[src/rtl/pipelined_rca_adder.sv]
// Elastic pipelined ripple-carry adder/subtractor: one CW-bit carry chunk resolved per stage.
// Optional build macro RCA_SATURATE_EN clamps the result to the signed limit on overflow.
module pipelined_rca_adder #(
  parameter int WIDTH  = 16,
  parameter int STAGES = 4
) (
  input  logic             clk,
  input  logic             rst,
  input  logic             in_valid,
  output logic             in_ready,
  input  logic [WIDTH-1:0] a,
  input  logic [WIDTH-1:0] b,
  input  logic             cin,
  input  logic             op,
  output logic             out_valid,
  input  logic             out_ready,
  output logic [WIDTH-1:0] sum,
  output logic             c_out,
  output logic             ovf
);

  localparam int CW = WIDTH / STAGES;
  localparam int L  = STAGES - 1;

  function automatic logic [CW:0] add_chunk(input logic [CW-1:0] x, input logic [CW-1:0] y,
                                            input logic ci);
    return {1'b0, x} + {1'b0, y} + {{CW{1'b0}}, ci};
  endfunction

`ifdef RCA_SATURATE_EN
  function automatic logic signed [WIDTH-1:0] saturate(input logic signed [WIDTH-1:0] s,
                                                       input logic ov, input logic a_msb);
    if (!ov) return s;
    return a_msb ? {1'b1, {(WIDTH-1){1'b0}}} : {1'b0, {(WIDTH-1){1'b1}}};
  endfunction
`endif

  logic [STAGES-1:0] vld_p, adv, take, load;
  logic [STAGES-1:0] c_p, src_c, nxt_c;
  logic [WIDTH-1:0]  a_p   [STAGES];
  logic [WIDTH-1:0]  b_p   [STAGES];
  logic [WIDTH-1:0]  s_p   [STAGES];
  logic [WIDTH-1:0]  src_a [STAGES];
  logic [WIDTH-1:0]  src_b [STAGES];
  logic [WIDTH-1:0]  src_s [STAGES];
  logic [WIDTH-1:0]  nxt_s [STAGES];
  logic [WIDTH-1:0]  fin_s;
  logic [CW:0]       chunk;
  logic              ovf_p, nxt_ovf, msb_cin, ds;

  // Handshake: readiness ripples back from out_ready so a full pipe still moves every cycle.
  always_comb begin
    ds   = out_ready;
    adv  = '0;
    take = '0;
    load = '0;
    for (int k = STAGES - 1; k >= 0; k--) begin
      adv[k]  = vld_p[k] && ds;
      take[k] = !vld_p[k] || ds;
      ds      = take[k];
    end
    load[0] = in_valid && take[0];
    for (int k = 1; k < STAGES; k++) load[k] = adv[k-1];
  end

  assign in_ready = take[0];

  // Datapath: stage k consumes chunk k of its predecessor's operands and carry.
  always_comb begin
    src_a[0] = a;
    src_b[0] = op ? ~b : b;
    src_c[0] = op ? 1'b1 : cin;
    src_s[0] = '0;
    for (int k = 1; k < STAGES; k++) begin
      src_a[k] = a_p[k-1];
      src_b[k] = b_p[k-1];
      src_c[k] = c_p[k-1];
      src_s[k] = s_p[k-1];
    end
    chunk = '0;
    nxt_c = '0;
    for (int k = 0; k < STAGES; k++) begin
      chunk                 = add_chunk(src_a[k][k*CW +: CW], src_b[k][k*CW +: CW], src_c[k]);
      nxt_s[k]              = src_s[k];
      nxt_s[k][k*CW +: CW]  = chunk[CW-1:0];
      nxt_c[k]              = chunk[CW];
    end
    msb_cin = src_a[L][WIDTH-1] ^ src_b[L][WIDTH-1] ^ nxt_s[L][WIDTH-1];
    nxt_ovf = msb_cin ^ nxt_c[L];
`ifdef RCA_SATURATE_EN
    fin_s = saturate(nxt_s[L], nxt_ovf, src_a[L][WIDTH-1]);
`else
    fin_s = nxt_s[L];
`endif
  end

  // Stage registers: data only moves on load so a stalled stage holds its contents.
  always_ff @(posedge clk or posedge rst) begin
    if (rst) begin
      vld_p <= '0;
      c_p   <= '0;
      ovf_p <= 1'b0;
      for (int k = 0; k < STAGES; k++) begin
        a_p[k] <= '0;
        b_p[k] <= '0;
        s_p[k] <= '0;
      end
    end else begin
      for (int k = 0; k < STAGES; k++) begin
        if (load[k]) begin
          vld_p[k] <= 1'b1;
          a_p[k]   <= src_a[k];
          b_p[k]   <= src_b[k];
          c_p[k]   <= nxt_c[k];
          s_p[k]   <= (k == L) ? fin_s : nxt_s[k];
        end else if (adv[k]) begin
          vld_p[k] <= 1'b0;
        end
      end
      if (load[L]) ovf_p <= nxt_ovf;
    end
  end

  assign out_valid = vld_p[L];
  assign sum       = s_p[L];
  assign c_out     = c_p[L];
  assign ovf       = ovf_p;

endmodule

[config.mk]
export PLATFORM = sky130hd
export DESIGN_NAME = pipelined_rca_adder
export DESIGN_NICKNAME = d
export VERILOG_FILES = /design/src/rtl/pipelined_rca_adder.sv
export SDC_FILE = /design/constraint.sdc
export NUM_CORES = 1
export LEC_CHECK = 0
export BUFFER_PORTS_ARGS = -buffer_cell sky130_fd_sc_hd__buf_2
export CAP_MARGIN = 20
export CORE_AREA = 2 2 87 98
export DETAILED_ROUTE_END_ITERATION = 8
export DIE_AREA = 0 0 89 100
export PLACE_DENSITY = 0.78
export SLEW_MARGIN = 15
export SYNTH_ARGS = -nofsm -noshare
export SYNTH_HDL_FRONTEND = slang
export SYNTH_SLANG_ARGS = --single-unit
[constraint.sdc]
create_clock -name clk -period 9.63 [get_ports clk]
set_input_delay 2.4075 -clock clk [delete_from_list [all_inputs] [get_ports clk]]
set_output_delay 2.4075 -clock clk [all_outputs]
set_load 0.01 [all_outputs]
==> results.md, run 1 <==
* Post-Synthesis Mean Instance Area at 13.8 sq um
* Placeable core region at 8060 sq um
* Vias in the first global route at 2415
* Layout cell share with drive strength beyond 1 at 37.5%
* Iteration-0 DRC Markers at 132
* P_sw at 395 uW
* Slew Viols, Final at 0
* Number of detailed-route iterations in the first pass at 4
* Max Cap Violations at 0
* Post-route DRC at 0
* TritonCTS Sinks at 97
* Peak supply drop at 0.0000863 V
* Top-level port count at 58
* Standard-cell rows at 35
* Endpoint required time on the critical path at 7.22 ns
* Combinational cell fraction of total power at 30.4%
* DIE AREA at 8900 sq um
* Worst r2r dst: ovf
* Worst Path Class, Setup: input pin to primary output
* Synth Cell Area at 4240 sq um
* Clock tree from TritonCTS: yes
* RD Place Congestion at 0.753
* Critical Path End Type: primary output
* Critical Path Source Type: input pin
* H-tree lvl count at 3
* Number of hold buffers added after CTS at 0
* Post-route total power at 1250 uW
* Static Leakage at 0.00223 uW
* Synthesis-to-finish area growth at 13.3%
* Number of buffers inserted to repair setup after CTS at 0
* Chip Width at 89 microns
* Number of buffers added by the clock tree synthesis step at 9
* Clock transition time at the flip-flop clock pins of the worst setup and hold paths at 0.09 ns
* Number of vias in the routed layout at 2360
* Tightest hold margin at 0.479 ns
* Top achievable clock speed at 179 MHz
* Net count reported at finish at 424
* Post-cts repair resize count at 0
* Maximum fanout along the worst path at 4
* Least-Margin Pin Slew at 0.843 ns
* DR vias/cell at 4.90
* Reg2reg path depth at 6
* Portion of the clock cycle consumed by the worst path in the final layout at 58.1%
* Final worst-path setup slack at 4.04 ns
* Setup tns final at 0 ns
* RSZ-0062 raised after global routing: no
* IO buf count at 57
* Worst slew margin relative to its limit at 43.8%
* Total congestion overflow at 0
* Most common cell after layout, fill and taps aside: sky130_fd_sc_hd__dfrtp_1
* Maximum buffer depth of the clock tree at 2
* Cell Count, Final, Fillers Out at 482
* Final-report setup violation count at 0
* Source-to-sink clock delay at the later pin of the worst-skew pair at 0.36 ns
* Hold violation total from the final report at 0
* Antenna violation net count after detailed routing at 0
* Count of state elements after synthesis at 97
* CP Data Arrival Time at 3.19 ns
* Switch share at 31.5%
* Commonest cells after routing, fill and taps aside: sky130_fd_sc_hd__dfrtp_1 (97), sky130_fd_sc_hd__mux2_2 (57), sky130_fd_sc_hd__buf_2 (57)
* Clock power share at 19.5%
* Beginning of the worst register-to-register path: c_p[2]
* Post-Syn Nets at 366
* Placed wire-length estimate at 4.66 mm
* Share of the yosys chip area belonging to registers at 57.2%
* Place WS at 4.04 ns
* Final Skew at 0.0111 ns
* ANT cells at 0
* Number of antenna violations at the first check in global routing at 0
* Worst Hold Endpoint: sum[14]
* Power density over the cells at 261 nW/um^2
* Placed cell count at 465
* Class of the tightest hold or removal check: flop to flop
* Gate Count Post-Synth at 308
* Total GRT Usage at 15.5%
* Netlist cell types at 22
* Detailed-route wire length per cell at 12.9 microns
* Number of cells traversed by the worst hold path at 2
* Overall routed net length at 6.23 mm
* Initial Utilization at 52.7%
* Yosys synthesis warning count at 0
* Internal power summed over all cells at 858 uW
* Clock period minus final worst setup slack at 5.59 ns
* Fill cells at 680
* Wire length of the first global-routing pass at 10.8 mm
* Result of the run: completed
* Chip Height at 100 microns
* Cell at the root of the clock tree: sky130_fd_sc_hd__clkbuf_8
* Worst setup slack for register-to-register paths at 7.52 ns
* Pin count of the biggest net entering global routing at 72
* Worst hold path startpoint: sum[14]
* Share of total power in sequential cells at 50.1%
## layer usage
layer / wire length [microns] / part of all wire, % / track usage, %
met1: 2950 / 47 / 21.6
met2: 2910 / 47 / 24.3
met3: 244 / 3.9 / 2.47
met4: 127 / 2.0 / 6.54
met5: 0 / 0 / 0
## stage by stage
stage                     cell area, sq um  utilization [%]
final                                 4810             59.7
after global routing                  4810             59.7
after CTS                             4790             59.4
after detailed placement              4600             57.1
after global placement                4600             57.1
after floorplan                       4240                -
## how the worst max path moves through the flow
stage,startpoint,endpoint,cells past startpoint
2_1_floorplan,out_ready,in_ready,2
3_3_place_gp,out_ready,in_ready,4
3_5_place_dp,out_ready,in_ready,4
4_1_cts,out_ready,in_ready,4
5_1_grt,out_ready,in_ready,4
6_report,out_ready,in_ready,4
## synth_stat cells
library cell	count	area share, %
sky130_fd_sc_hd__a21o_1	8	1.4
sky130_fd_sc_hd__a21oi_1	8	0.94
sky130_fd_sc_hd__buf_2	7	0.83
sky130_fd_sc_hd__buf_4	2	0.35
sky130_fd_sc_hd__buf_6	2	0.53
sky130_fd_sc_hd__clkbuf_2	1	0.12
sky130_fd_sc_hd__dfrtp_1	97	57
sky130_fd_sc_hd__fa_1	8	3.8
sky130_fd_sc_hd__ha_1	12	3.5
sky130_fd_sc_hd__inv_1	6	0.53
sky130_fd_sc_hd__mux2_1	10	2.7
sky130_fd_sc_hd__mux2_2	57	15
sky130_fd_sc_hd__nand2_1	28	2.5
sky130_fd_sc_hd__nand2_2	2	0.29
sky130_fd_sc_hd__nand2b_1	4	0.59
sky130_fd_sc_hd__nand3b_1	1	0.18
sky130_fd_sc_hd__nand4b_4	1	0.56
sky130_fd_sc_hd__o21ai_0	26	3.1
sky130_fd_sc_hd__o21ai_4	1	0.38
sky130_fd_sc_hd__or2_2	2	0.29
sky130_fd_sc_hd__xnor2_1	16	3.3
sky130_fd_sc_hd__xor2_1	9	1.9
## sequential cells by signal, summed over array words and instances, names as in the netlist
name   count
ovf        1
vld_p      4
a_p       24
nxt_s     12
c_p        4
sum       16
fin_s     12
b_p       24
## critical path, cell delays in order
cell	delay (ns)
sky130_fd_sc_hd__buf_2	0.11
sky130_fd_sc_hd__nand4b_4	0.20
sky130_fd_sc_hd__or2_2	0.32
sky130_fd_sc_hd__buf_2	0.15
## logic make-up (layout without fill, tap and decap cells)
kind of cell / Yosys count / in the layout / share of synthesized area (%)
XOR/XNOR: 25 / 25 / 5.16
multiplexers: 67 / 67 / 17.8
adder cells (fa/ha/maj): 20 / 20 / 7.31
flip-flops: 97 / 97 / 57.2
AO/OA/AOI/OAI: 43 / 43 / 5.81
buffers and inverters: 18 / 81 / 2.36
AND/OR/NAND/NOR: 38 / 38 / 4.39
## power by group through the flow
| stage | Combinational (uW) | Sequential (uW) | Clock, uW |
|---|---|---|---|
| 2_1_floorplan | 274 | 633 | 0 |
| 3_3_place_gp | 366 | 632 | 0 |
| 3_5_place_dp | 387 | 640 | 0 |
| 4_1_cts | 387 | 631 | 251 |
| 5_1_grt | 432 | 648 | 268 |
| 6_report | 381 | 628 | 245 |
## layout make-up
type                       instances  area (sq um)  area share, %
clock inverter                     7          62.6           1.30
timing repair buffer              59           313           6.51
multi-input combinational        193          1720           35.7
tap                              111           139           2.89
clock buffer                       9           124           2.58
sequential                        97          2430           50.5
inverter                           6          25.0          0.521
(Power assumes the default switching activity.)
==> run 2: changes to the inputs <==
Settings changed: CORE_AREA 2 2 87 98 to 2 2 90 101, DIE_AREA 0 0 89 100 to 0 0 92 103, PLACE_DENSITY 0.78 to 0.77.
Clock period 9.63 ns to 4.9 ns, I/O delays scaled along.
==> run 2 against run 1 <==
  * Wire length increased by 4.9%
  * Design area decreased by 0.10%
  * Critical path type unchanged
  * Critical endpoint unchanged
  * Total power increased by 98%
  * Combinational power increased by 97%
  * Clock power increased by 98%
  * Hold slack improved by 0.0040 ns
==> results.md, run 2 (synthesis gave the netlist of run 1 again) <==
* Result of the run: completed
* TritonCTS Sinks at 97 (unchanged)
* Class of the tightest hold or removal check: flop to flop
* Net count reported at finish at 424 (unchanged)
* H-tree lvl count at 3 (unchanged)
* Placed wire-length estimate at 4.85 mm (+4.0%)
* IO buf count at 57 (unchanged)
* Number of detailed-route iterations in the first pass at 4 (unchanged)
* Worst slew margin relative to its limit at 50.5% (+6.6 points)
* Hold violation total from the final report at 0 (unchanged)
* Number of antenna violations at the first check in global routing at 0 (unchanged)
* Gate family responsible for the most delay along the worst path: simple AND/OR/NAND/NOR gates
* Routed length on met2 at 3.13 mm (+7.6%)
* Number of buffers inserted to repair setup after CTS at 0 (unchanged)
* DIE AREA at 9480 sq um (+6.5%)
* Final-report setup violation count at 0 (unchanged)
* Chip Height at 103 microns (+3.0%)
* Final Skew at 0.00736 ns (-0.00373 ns)
* Number of vias in the routed layout at 2383 (+0.97%)
* DR vias/cell at 4.92 (+0.56%)
* Chip Width at 92 microns (+3.4%)
* Worst Path Class, Setup: input pin to primary output
* Endpoint required time on the critical path at 3.67 ns (-3.55 ns)
* Post-route DRC at 0 (unchanged)
* Iteration-0 DRC Markers at 105 (-20%)
* Clock transition time at the flip-flop clock pins of the worst setup and hold paths at 0.08 ns (about the same)
* ANT cells at 0 (unchanged)
* Overall routed net length at 6.54 mm (+4.9%)
* Total congestion overflow at 0 (unchanged)
* Cell Count, Final, Fillers Out at 484 (+0.41%)
* Max Used Layer: met4
* RD Place Congestion at 0.763 (+1.4%)
* Number of buffers and inverters on the critical path at 2 (unchanged)
* Total GRT Usage at 15.4% (-0.13 points)
* Max Cap Violations at 0 (unchanged)
* Vias in the first global route at 2446 (+1.3%)
* Least-Margin Pin Slew at 0.741 ns (-0.101 ns)
* RSZ-0062 raised after global routing: no
* Power density over the cells at 515 nW/um^2 (+98%)
* Most common cell after layout, fill and taps aside: sky130_fd_sc_hd__dfrtp_1
* Portion of the clock cycle consumed by the worst path in the final layout at 65.5%
* Setup tns final at 0 ns (unchanged)
* Antenna violation net count after detailed routing at 0 (unchanged)
* Layout cell share with drive strength beyond 1 at 36.5% (-0.98 points)
* Top achievable clock speed at 312 MHz
* CP Data Arrival Time at 1.99 ns (-1.20 ns)
* Static Leakage at 0.00223 uW (about the same)
* Post-cts repair resize count at 0 (unchanged)
* Maximum buffer depth of the clock tree at 2 (unchanged)
* Wire length of the first global-routing pass at 11.3 mm (+4.2%)
* Slowest stage delay, CP at 0.31 ns (about the same)
* Initial Utilization at 49.6% (-3.1 points)
* Met3 WL at 267 microns (+9.4%)
* Pin count of the biggest net entering global routing at 56 (-22%)
* Synthesis-to-finish area growth at 13.1%
* Number of hold buffers added after CTS at 0 (unchanged)
* Peak supply drop at 0.000168 V (+95%)
* Most frequent CP cell: sky130_fd_sc_hd__buf_2
* Placed cell count at 468 (+0.65%)
* Number of buffers added by the clock tree synthesis step at 9 (unchanged)
* Slew Viols, Final at 0 (unchanged)
* Critical Path End Type: primary output
* Top-level port count at 58 (unchanged)
* Commonest cells after routing, fill and taps aside: sky130_fd_sc_hd__dfrtp_1 (97), sky130_fd_sc_hd__mux2_2 (57), sky130_fd_sc_hd__buf_2 (57)
* Clock tree from TritonCTS: yes
* Slowest stage cell on the critical path: sky130_fd_sc_hd__or2_2
* Critical Path Source Type: input pin
* Clock period minus final worst setup slack at 3.21 ns
* Placeable core region at 8560 sq um (+6.2%)
* Cell Chain, Critical Path: buf_2, nand4b_4, or2_2, buf_2
* Post-route met1 wirelength at 2.99 mm (+1.4%)
* Standard-cell rows at 36 (+2.9%)
* Source-to-sink clock delay at the later pin of the worst-skew pair at 0.36 ns (about the same)
* Detailed-route wire length per cell at 13.5 microns (+4.4%)
* Maximum fanout along the worst path at 4 (unchanged)
* Cell at the root of the clock tree: sky130_fd_sc_hd__clkbuf_8
* Utilization of the core after routing at 56.1% (-3.5 points)
## run 2: cell count changes in the layout (fill, tap and decap cells not counted), sizes merged
| cell | previous run | this run |
|---|---|---|
| clkinvlp | 3 | 1 |
| inv | 9 | 6 |
| bufinv | 0 | 1 |
| clkbuf | 9 | 12 |
## run 2: path summary, 6_finish.rpt
| kind | cells after the start | endpoint | slack [ns] | start |
|---|---|---|---|---|
| setup / recovery | 4 | in_ready | 1.69 | out_ready |
| hold / removal | 2 | ovf | 0.48 | ovf |
| setup reg to reg | 6 | ovf | 2.80 | c_p[2] |
| hold reg to reg | 2 | ovf | 0.48 | ovf |
| max in group asynchronous | 3 | a_p[56] | 2.98 | rst |
| min in group asynchronous | 2 | sum[3] | 0.96 | rst |
## run 2: power breakdown
part / leakage [uW] / total [uW] / switching, uW / internal, uW
Clock: 0.0000864 / 484 / 251 / 233
Combinational: 0.000982 / 752 / 337 / 414
Sequential: 0.00116 / 1240 / 161 / 1080
## run 2: metal layers
metal	track usage (%)	up-vias
met4	9.30	0
met3	3.65	13
met5	0	-
li1	-	1168
met1	19.1	1151
met2	24.8	51
## run 2: area by class of cell
class	count	area (sq um)
Fill cell	722	3760
Sequential cell	97	2430
Timing Repair Buffer	59	313
Inverter	6	25.0
Tap cell	114	143
Clock buffer	12	135
Multi-Input combinational cell	193	1720
Clock inverter	3	42.5
## run 2: through the flow
stage               setup slack [ns]  power (uW)  hold slack (ns)  instance area (sq um)
global route                    1.66        2660            0.503                   4800
CTS                             1.68        2510            0.493                   4780
global placement                1.70        1970            0.457                   4600
detailed placement              1.67        2030            0.474                   4600
floorplan                       1.14        1780            0.446                   4240
finish                          1.69        2480            0.483                   4800
## run 2: worst reg2reg max path: cells and delay by family, from the launching register on
kind	cells	cell delay, ns
AOI/OAI and AO/OA	3	0.49
xor gates and xnor gates	1	0.15
DFF	1	0.41
adders and majority gates	2	0.91
==> run 3: changes to the inputs <==
Settings changed: ABC_AREA set to 1, CORE_AREA 2 2 90 101 to 2 2 89 100, DIE_AREA 0 0 92 103 to 0 0 91 102, PLACE_DENSITY 0.77 to 0.78.
Clock period 4.9 ns to 3.1 ns, I/O delays scaled along.
==> run 3 against run 2 <==
  * Clock skew barely moved
  * Die area fell by 2.0%
  * Global-route usage rose by 3.1 points
  * Register-to-register slack got worse by 1.5 ns
  * Hold slack got worse by 0.011 ns
==> results.md, run 3 <==
* Most frequent CP cell: sky130_fd_sc_hd__buf_2
* Post-cts repair resize count at 0 (unchanged)
* Least-Margin Pin Slew at 0.724 ns (-0.0173 ns)
* ANT cells at 0 (unchanged)
* Cell at the root of the clock tree: sky130_fd_sc_hd__clkbuf_8
* Gate family responsible for the most delay along the worst path: simple AND/OR/NAND/NOR gates
* Placed wire-length estimate at 5.54 mm (+14%)
* Routed length on met2 at 3.51 mm (+12%)
* IO buf count at 57 (unchanged)
* Final Skew at 0.00767 ns (+0.000302 ns)
* Multi-input logic area at 1780 sq um (+3.9%)
* Yosys top cell by area: sky130_fd_sc_hd__dfrtp_1
* Peak supply drop at 0.000292 V (+74%)
* Critical Path End Type: primary output
* Maximum fanout along the worst path at 4 (unchanged)
* Power density over the cells at 767 nW/um^2 (+49%)
* Max Used Layer: met4
* Share of total power in sequential cells at 48.5% (-1.6 points)
* Synthesis-to-finish area growth at 12.9%
* P_sw at 1320 uW (+77%)
* Number of buffers added by the clock tree synthesis step at 9 (unchanged)
* Beginning of the worst register-to-register path: c_p[2]
* Combinational cell fraction of total power at 30.6% (+0.2 points)
* Worst Hold Endpoint: sum[6]
* Chip Width at 91 microns (-1.1%)
* Number of antenna violations at the first check in global routing at 0 (unchanged)
* Top achievable clock speed at 442 MHz
* Cell types with the highest counts after synthesis: sky130_fd_sc_hd__nand2_1 (210), sky130_fd_sc_hd__dfrtp_1 (97), sky130_fd_sc_hd__nand3_1 (39), sky130_fd_sc_hd__o21ai_1 (26), sky130_fd_sc_hd__inv_1 (24)
* Post-Synthesis Mean Instance Area at 8.95 sq um (-35%)
* Initial Utilization at 53.9% (+4.3 points)
* Internal power summed over all cells at 2520 uW (+46%)
* Tightest hold margin at 0.473 ns (-0.0105 ns)
* Post-route met1 wirelength at 3.62 mm (+21%)
* Met3 WL at 315 microns (+18%)
* Total GRT Usage at 18.4% (+3.1 points)
* Post-route total power at 3850 uW (+55%)
* Layout cell share with drive strength beyond 1 at 16.6% (-20 points)
* Synth Cell Area at 4440 sq um (+4.6%)
* Critical Path Source Type: input pin
* Hold violation total from the final report at 0 (unchanged)
* Wire length of the first global-routing pass at 13.8 mm (+23%)
* Clock power share at 20.9% (+1.3 points)
* RD Place Congestion at 0.820 (+7.5%)
* Leading post-synthesis cells by cell area: sky130_fd_sc_hd__dfrtp_1 (55%), sky130_fd_sc_hd__nand2_1 (18%), sky130_fd_sc_hd__nand3_1 (4.4%)
* Commonest register cell after synthesis: sky130_fd_sc_hd__dfrtp_1
* Commonest cells after routing, fill and taps aside: sky130_fd_sc_hd__nand2_1 (210), sky130_fd_sc_hd__dfrtp_1 (97), sky130_fd_sc_hd__buf_2 (57)
* Class of the tightest hold or removal check: flop to flop
* Fill cells at 725 (+0.42%)
* Result of the run: completed
* Number of vias in the routed layout at 3219 (+35%)
* Number of hold buffers added after CTS at 0 (unchanged)
* Static Leakage at 0.00270 uW (+21%)
* Share of the yosys chip area belonging to registers at 54.7% (-2.5 points)
* Vias in the first global route at 3141 (+28%)
* DIE AREA at 9280 sq um (-2.0%)
* Clock tree from TritonCTS: yes
* Post-route DRC at 0 (unchanged)
* Slew Viols, Final at 0 (unchanged)
* Detailed-route wire length per cell at 11.3 microns (-16%)
* Number of buffers and inverters on the critical path at 2 (unchanged)
* Worst setup slack for register-to-register paths at 1.27 ns (-1.53 ns)
* Maximum buffer depth of the clock tree at 2 (unchanged)
* Number of buffers inserted to repair setup after CTS at 0 (unchanged)
* Area share of the leading cell type in the synthesized netlist at 54.7% (-2.5 points)
* Post-synth ARST share at 100% (unchanged)
* DR vias/cell at 4.84 (-1.7%)
* Post-Syn Nets at 554 (+51%)
* Source-to-sink clock delay at the later pin of the worst-skew pair at 0.36 ns (about the same)
* Pin count of the biggest net entering global routing at 41 (-27%)
* Total congestion overflow at 0 (unchanged)
* Worst hold path startpoint: sum[6]
* Net count reported at finish at 608 (+43%)
* Worst r2r dst: ovf
* Reg area at 2430 sq um (unchanged)
* Reg2reg path depth at 8 (+2)
* Number of cells traversed by the worst hold path at 2 (unchanged)
* Antenna violation net count after detailed routing at 0 (unchanged)
* Slowest stage cell on the critical path: sky130_fd_sc_hd__nand4_2
* Number of detailed-route iterations in the first pass at 4 (unchanged)
* CP Data Arrival Time at 1.48 ns (-0.51 ns)
* Gate Count Post-Synth at 496 (+61%)
* RSZ-0062 raised after global routing: no
* TritonCTS Sinks at 97 (unchanged)
* Endpoint required time on the critical path at 2.32 ns (-1.35 ns)
* Chip Height at 102 microns (-0.97%)
* Netlist cell types at 23 (+4.5%)
* Count of state elements after synthesis at 97 (unchanged)
* Clock period minus final worst setup slack at 2.26 ns
* Most common cell in the synthesized netlist: sky130_fd_sc_hd__nand2_1
* Worst Path Class, Setup: input pin to primary output
* Final-report setup violation count at 0 (unchanged)
* Overall routed net length at 7.54 mm (+15%)
* Cell Chain, Critical Path: buf_2, nor2_4, nand4_2, buf_2
* Worst slew margin relative to its limit at 51.6% (+1.2 points)
* Slowest stage delay, CP at 0.21 ns (-0.10 ns)
* Most common cell after layout, fill and taps aside: sky130_fd_sc_hd__nand2_1
* Clock transition time at the flip-flop clock pins of the worst setup and hold paths at 0.08 ns (about the same)
* Standard-cell rows at 35 (-2.8%)
* Max Cap Violations at 0 (unchanged)
* Switch share at 34.4% (+4.1 points)
* Yosys synthesis warning count at 0 (unchanged)
* Setup tns final at 0 ns (unchanged)
* Post-synth EDFFs at 0 (unchanged)
* Iteration-0 DRC Markers at 151 (+44%)
* H-tree lvl count at 3 (unchanged)
* Top-level port count at 58 (unchanged)
* Portion of the clock cycle consumed by the worst path in the final layout at 72.9%
* Placeable core region at 8230 sq um (-3.8%)
[run 3: cell types whose count changed after synthesis, sizes merged, moves of 4 or more]
| cell | previous run | this run |
|---|---|---|
| mux2 | 67 | 0 |
| nor2 | 0 | 10 |
| nand2b | 4 | 0 |
| buf | 11 | 19 |
| inv | 6 | 29 |
| nand3 | 0 | 39 |
| xnor2 | 16 | 2 |
| a21o | 8 | 0 |
| xor2 | 9 | 18 |
| o21ai | 27 | 36 |
| nand2 | 30 | 210 |
[run 3: cells by family after synthesis]
family | share of synthesized area (%)
simple gates | 24.5
fa+ha+maj | 6.99
flops | 54.7
compound gates | 4.73
xor+xnor | 3.94
buf+inv | 5.16
[run 3: worst reg2reg max path: cells and delay by family (launching register included)]
kind	cells	cell delay (ns)
fa+ha+maj	2	0.93
flops	1	0.41
simple gates	6	0.39
[run 3: worst max path at each step]
stage                    from         to  slack [ns]  cells past startpoint
floorplan                  op  nxt_s[34]        0.45                      8
global placement           op  nxt_s[34]        0.59                      7
detailed placement         op  nxt_s[34]        0.54                      7
CTS                 out_ready   in_ready        0.86                      4
global route        out_ready   in_ready        0.81                      4
finish              out_ready   in_ready        0.84                      4
[run 3: final cells by class]
type,instances,share of cell area [%]
Multi-Input combinational cell,348,35.6
Inverter,29,2.25
Sequential cell,97,48.4
Clock buffer,10,2.74
Tap cell,111,2.77
Clock inverter,5,1.12
Timing Repair Buffer,65,7.14
[run 3: power by group through the flow]
stage / Sequential [uW] / Combinational, uW / Clock, uW
2_1_floorplan: 1910 / 835 / 0
3_3_place_gp: 1880 / 1150 / 0
3_5_place_dp: 1900 / 1180 / 0
4_1_cts: 1870 / 1190 / 820
5_1_grt: 1920 / 1380 / 872
6_report: 1870 / 1180 / 804
[run 3: metal layers]
metal | global-route usage [%] | vias to the layer above
li1 | - | 1665
met1 | 23.5 | 1484
met2 | 31.6 | 64
met3 | 4.72 | 6
met4 | 5.48 | 0
met5 | 0 | -
[run 3: through the flow]
| stage | instance area, sq um | instances | worst slack [ns] | utilization [%] |
|---|---|---|---|---|
| 2_1_floorplan | 4440 | 496 | 0.449 | - |
| 3_3_place_gp | 4820 | 650 | 0.587 | 58.6 |
| 3_5_place_dp | 4820 | 650 | 0.541 | 58.6 |
| 4_1_cts | 5010 | 665 | 0.858 | 60.9 |
| 5_1_grt | 5010 | 665 | 0.807 | 60.9 |
| 6_report | 5010 | 665 | 0.840 | 60.9 |
